--- src/rtl/uart_frame_writer.sv ---
// Turns a stream of 32-bit UART words into memory write bursts (write or fill frames).
// Optional idle-gap abort on stalled frames is enabled by defining FRAME_TIMEOUT_EN.
module uart_frame_writer #(
  parameter int unsigned ADDR_W      = 16,
  parameter int unsigned TIMEOUT_CYC = 10_000_000
) (
  input  logic              clk,
  input  logic              rst,
  input  logic [31:0]       rxd_data,
  input  logic              rxd_valid,
  output logic              mem_we,
  output logic [ADDR_W-1:0] mem_addr,
  output logic [31:0]       mem_wdata,
  output logic              busy,
  output logic              done,
  output logic              err
);

  localparam int unsigned CNT_W = 16;

  typedef enum logic [2:0] {
    S_IDLE,
    S_ADDR,
    S_DATA,
    S_FILLV,
    S_FILL
  } state_t;

  state_t             r_state, w_state;
  logic               r_is_fill, w_is_fill;
  logic [CNT_W-1:0]   r_count, w_count;
  logic [ADDR_W-1:0]  r_addr, w_addr;
  logic [31:0]        r_fill, w_fill;
  logic               r_mem_we, w_mem_we;
  logic [ADDR_W-1:0]  r_mem_addr, w_mem_addr;
  logic [31:0]        r_mem_wdata, w_mem_wdata;
  logic               r_busy, w_busy;
  logic               r_done, w_done;
  logic               r_err, w_err;
  logic               w_hdr_ok;
  logic               w_last;

`ifdef FRAME_TIMEOUT_EN
  localparam int unsigned GAP_W = $clog2(TIMEOUT_CYC + 1);
  logic [GAP_W-1:0]   r_gap, w_gap;
  logic               w_gap_run;
  logic               w_gap_hit;
`endif

  assign w_hdr_ok = (rxd_data[31:24] == 8'hA5) &&
                    ((rxd_data[23:16] == 8'h01) || (rxd_data[23:16] == 8'h02)) &&
                    (rxd_data[15:0] != 16'h0000);
  assign w_last   = (r_count == CNT_W'(1));

`ifdef FRAME_TIMEOUT_EN
  // Gap counter only runs while waiting on the sender; FILL is self-timed.
  assign w_gap_run = (r_state == S_ADDR) || (r_state == S_DATA) || (r_state == S_FILLV);
  assign w_gap_hit = w_gap_run && !rxd_valid && (r_gap == GAP_W'(TIMEOUT_CYC - 1));
`endif

  // Next-state and next-output logic.
  always_comb begin
    w_state     = r_state;
    w_is_fill   = r_is_fill;
    w_count     = r_count;
    w_addr      = r_addr;
    w_fill      = r_fill;
    w_mem_we    = 1'b0;
    w_mem_addr  = r_mem_addr;
    w_mem_wdata = r_mem_wdata;
    w_done      = 1'b0;
    w_err       = 1'b0;
`ifdef FRAME_TIMEOUT_EN
    w_gap       = '0;
`endif

    case (r_state)
      S_IDLE: begin
        if (rxd_valid) begin
          if (w_hdr_ok) begin
            w_is_fill = (rxd_data[23:16] == 8'h02);
            w_count   = rxd_data[15:0];
            w_state   = S_ADDR;
          end else begin
            w_err = 1'b1;
          end
        end
      end
      S_ADDR: begin
        if (rxd_valid) begin
          w_addr  = rxd_data[ADDR_W-1:0];
          w_state = r_is_fill ? S_FILLV : S_DATA;
        end
      end
      S_DATA: begin
        if (rxd_valid) begin
          w_mem_we    = 1'b1;
          w_mem_addr  = r_addr;
          w_mem_wdata = rxd_data;
          w_addr      = r_addr + ADDR_W'(1);
          w_count     = r_count - CNT_W'(1);
          if (w_last) begin
            w_done  = 1'b1;
            w_state = S_IDLE;
          end
        end
      end
      S_FILLV: begin
        if (rxd_valid) begin
          w_fill  = rxd_data;
          w_state = S_FILL;
        end
      end
      S_FILL: begin
        // Incoming words are dropped here but flagged.
        w_err       = rxd_valid;
        w_mem_we    = 1'b1;
        w_mem_addr  = r_addr;
        w_mem_wdata = r_fill;
        w_addr      = r_addr + ADDR_W'(1);
        w_count     = r_count - CNT_W'(1);
        if (w_last) begin
          w_done  = 1'b1;
          w_state = S_IDLE;
        end
      end
      default: begin
        w_state = S_IDLE;
      end
    endcase

`ifdef FRAME_TIMEOUT_EN
    if (w_gap_hit) begin
      w_err   = 1'b1;
      w_state = S_IDLE;
      w_gap   = '0;
    end else if (w_gap_run && !rxd_valid) begin
      w_gap = r_gap + GAP_W'(1);
    end
`endif

    w_busy = (w_state != S_IDLE);
  end

  // State and output registers.
  always_ff @(posedge clk) begin
    if (rst) begin
      r_state     <= S_IDLE;
      r_is_fill   <= 1'b0;
      r_count     <= '0;
      r_addr      <= '0;
      r_fill      <= '0;
      r_mem_we    <= 1'b0;
      r_mem_addr  <= '0;
      r_mem_wdata <= '0;
      r_busy      <= 1'b0;
      r_done      <= 1'b0;
      r_err       <= 1'b0;
`ifdef FRAME_TIMEOUT_EN
      r_gap       <= '0;
`endif
    end else begin
      r_state     <= w_state;
      r_is_fill   <= w_is_fill;
      r_count     <= w_count;
      r_addr      <= w_addr;
      r_fill      <= w_fill;
      r_mem_we    <= w_mem_we;
      r_mem_addr  <= w_mem_addr;
      r_mem_wdata <= w_mem_wdata;
      r_busy      <= w_busy;
      r_done      <= w_done;
      r_err       <= w_err;
`ifdef FRAME_TIMEOUT_EN
      r_gap       <= w_gap;
`endif
    end
  end

  assign mem_we    = r_mem_we;
  assign mem_addr  = r_mem_addr;
  assign mem_wdata = r_mem_wdata;
  assign busy      = r_busy;
  assign done      = r_done;
  assign err       = r_err;

endmodule

--- config.mk ---
export PLATFORM = sky130hd
export DESIGN_NAME = uart_frame_writer
export DESIGN_NICKNAME = d
export VERILOG_FILES = /design/src/rtl/uart_frame_writer.sv
export SDC_FILE = /design/constraint.sdc
export NUM_CORES = 1
export LEC_CHECK = 0
export CAP_MARGIN = 20
export CORE_AREA = 8 8 116 118
export CTS_CLUSTER_SIZE = 8
export DETAILED_ROUTE_END_ITERATION = 12
export DIE_AREA = 0 0 124 126
export PLACE_DENSITY = 0.79
export SYNTH_ARGS = -nofsm -noshare
export SYNTH_HDL_FRONTEND = slang
export SYNTH_SLANG_ARGS = --single-unit
--- constraint.sdc ---
create_clock -name clk -period 2.3 [get_ports clk]
set_input_delay 0.69 -clock clk [delete_from_list [all_inputs] [get_ports clk]]
set_output_delay 0.69 -clock clk [all_outputs]
set_load 0.01 [all_outputs]
==> key figures <==
Timing
  – # setup viols final: 0
  – Worst hold slack: 451 ps
  – Fin crit period: 2210 ps
  – TNS Setup: 0 ps
  – RSZ-0062 raised after global routing: false
  – Worst slew pin tran: 638 ps
  – Relative slew slack: 57.0%
  – Max Transition Viols Final: 0
  – Final Hold Viols: 0
  – Period utilisation layout: 96.3%
  – Final Skew: 6.86 ps
  – Maximum clock frequency: 0.452 GHz

Yosys
  – Count leader, synth: dfxtp_1
  – Yosys top cell by area: dfxtp_1
  – Async SR Flop Fraction: 0%
  – Syn_nets: 728
  – Most common library cells after synthesis: 120 x dfxtp_1, 108 x nand2_1, 84 x a21oi_1
  – Syn. warnings: 0
  – Top cells by area, synth: dfxtp_1 43%, a21oi_1 7.5%, nand2_1 7.2%, mux2i_1 5.9%, a211oi_1 5.1%
  – Synthesized flop and latch total: 120
  – Seq/Total Area, Yosys: 42.8%
  – Synthesized area: 0.00561 mm²
  – Leading register cell type out of synthesis: dfxtp_1
  – Synthesized area per cell: 8.13 µm²
  – EDFF count, synth: 0
  – Post-Syn Instances: 690
  – Top cell type's share of synthesized area: 42.8%
  – Unique masters post-synth: 59

Routing
  – Wire length on met1: 7.00 mm
  – DR DRC count: 0
  – Top Layer Used: met4
  – Metal2 WL: 8.33 mm
  – Routed length on met3: 1.14 mm
  – First-pass iteration count of the detailed router: 5
  – Via density: 5.74
  – 1st-iter DRT viols: 480
  – Final WL: 17.1 mm
  – DR vias: 5657
  – Wirelength per Cell: 17.4 µm
  – Detail Route Antenna Nets: 0

Hold path
  – Tightest Hold Check Type: reg2reg

Power and ir drop
  – Max IR drop VDD: 0.000558 V
  – Pwr dens: 642 mW/mm²
  – Switching Fraction: 21.4%
  – Comb pwr share: 5.2%
  – Switching pwr: 1.09 mW
  – Overall power: 5.08 mW
  – Seq pwr share: 41.0%
  – Power Internal: 3.99 mW
  – Pleak: 2.74 nW
  – Share of total power in the clock network: 53.8%

Clocking
  – Clk_lat worst skew: 420 ps
  – CTS clk-pin slew, worst paths: 50 ps
  – CTS Sinks: 120
  – Max clock buf depth: 2
  – Hold Buf Count CTS: 0
  – H-tree levels: 4
  – Num CTS Buffers: 17
  – CTS tree: yes
  – Clock root cell: clkbuf_16

Layout
  – Area occupied by multi-input gates: 0.00305 mm²
  – Ant. Diodes: 0
  – Layout cells sized above 1: 16.9%
  – Final core utilization: 67.6%
  – Register Area: 0.00240 mm²
  – Nets@finish: 863
  – Area Overhead vs Synth: 41.1%
  – # fillers: 955

Critical path
  – Reg2reg path depth: 5
  – CP Class: in2reg
  – Reg2reg end: r_count[14]$_SDFFE_PP0P_
  – CP Launch Type: input port
  – Critical Path End Type: register
  – Reg2Reg Launch Point: r_count[4]$_SDFFE_PP0P_
  – Worst setup path startpoint: rxd_data[1]
  – Worst EP required: 2600 ps
  – Reg2Reg Setup Slack: 140 ps
  – Critical Path End: r_count[0]$_SDFFE_PP0P_
  – Worst EP arrival: 2520 ps
  – Largest fanout on the critical path: 6

GRT
  – Initial antenna violation count: 0
  – First-pass GRT wire length: 27.5 mm
  – Total grt overflow: 0
  – Gr usage total: 22.2%
  – Vias in the first global route: 5617
  – Largest net degree at the start of global routing: 62

Floorplanning
  – Die width: 124 µm
  – Height of the die: 126 µm
  – Core Box Area: 0.0117 mm²
  – Row count: 40
  – Die area: 0.0156 mm²
  – Io pins: 87
  – Starting Density: 47.9%

Placement
  – DP Wirelength: 12.2 mm
  – Gpl congestion: 0.898
  – Port Buf Inserts: 86

Run
  – Max-cap violations: 0

Status
  – Outcome: finished clean
[final cells by class]
cell class                 count  area share [%]
clock buffer                  21            5.94
clock inverter                11            1.85
inverter                       9           0.427
multi-input combinational    507            38.5
sequential                   120            30.4
tap                          147            2.32
timing repair buffer         170            20.6
[per-layer routing]
layer  up-vias  global-route usage (%)
met4         0                    11.7
met1      2646                    25.1
met2       210                    36.6
met5         -                       0
li1       2759                       -
met3        42                    6.43
[state kept, by name (all words and copies together) (netlist names)]
register / count
mem_wdata: 32
r_fill: 32
mem_addr: 16
r_addr: 16
r_count: 16
r_state: 3
busy: 1
done: 1
err: 1
mem_we: 1
r_is_fill: 1
[power by group through the flow]
stage	registers (mW)	logic, mW	clock network (mW)
after global placement	2.13	0.254	0
final	2.08	0.265	2.73
after floorplan	2.13	0.0827	0
after detailed placement	2.13	0.257	0
after global routing	2.08	0.281	2.87
after CTS	2.08	0.261	2.76
[layout by cell type (no fill, tap or decap), drive strengths merged, types with 8 or more instances in the layout]
| master | n |
|---|---|
| nand2 | 109 |
| clkbuf | 21 |
| a211oi | 38 |
| clkdlybuf4s50 | 76 |
| mux2i | 33 |
| a21oi | 85 |
| inv | 9 |
| nor4 | 8 |
| nor2 | 61 |
| nand3 | 12 |
| o21ai | 32 |
| buf | 85 |
| dfxtp | 120 |
| and2 | 11 |
| nor3 | 21 |
[per-stage QoR]
step / setup WS (ps) / instances / cell area (µm²)
after global placement: -530 / 950 / 7170
after CTS: 9.55 / 984 / 7850
final: 85.9 / 985 / 7920
after floorplan: 83.3 / 690 / 5610
after global routing: 28.4 / 985 / 7920
after detailed placement: -598 / 950 / 7170
[worst min-delay path by stage]
stage | start | end | slack, ps | cells after the start
floorplan | r_fill[0]$_SDFFE_PP0P_ | r_fill[0]$_SDFFE_PP0P_ | 440 | 2
global placement | r_fill[11]$_SDFFE_PP0P_ | r_fill[11]$_SDFFE_PP0P_ | 440 | 2
detailed placement | r_fill[2]$_SDFFE_PP0P_ | r_fill[2]$_SDFFE_PP0P_ | 450 | 2
CTS | r_fill[2]$_SDFFE_PP0P_ | r_fill[2]$_SDFFE_PP0P_ | 450 | 2
global route | r_fill[5]$_SDFFE_PP0P_ | r_fill[5]$_SDFFE_PP0P_ | 480 | 2
finish | mem_addr[4]$_SDFFE_PP0P_ | mem_addr[4]$_SDFFE_PP0P_ | 450 | 2
[critical path, stage by stage]
cell and delay [ps]:
clkdlybuf4s50_1 510, nor4_1 300, nand4_1 120, buf_4 170, a311oi_2 180, buf_4 210
nor3_1 70, o221a_2 260
[cells by family after synthesis]
group / after synthesis / share of synthesized area [%]
xor+xnor: 2 / 0.312
buf+inv: 63 / 4.82
flops: 120 / 42.8
simple gates: 263 / 22.4
mux: 33 / 5.89
compound gates: 206 / 23.0
fa+ha+maj: 3 / 0.669
[repair_timing]
item,4_1_cts,5_1_grt
endpoints found under the hold margin,0,0
gates resized for setup,13,13
pin swaps,7,6
setup buffers,2,1
endpoints found under the setup margin,16,16
(Power assumes the default switching activity.)
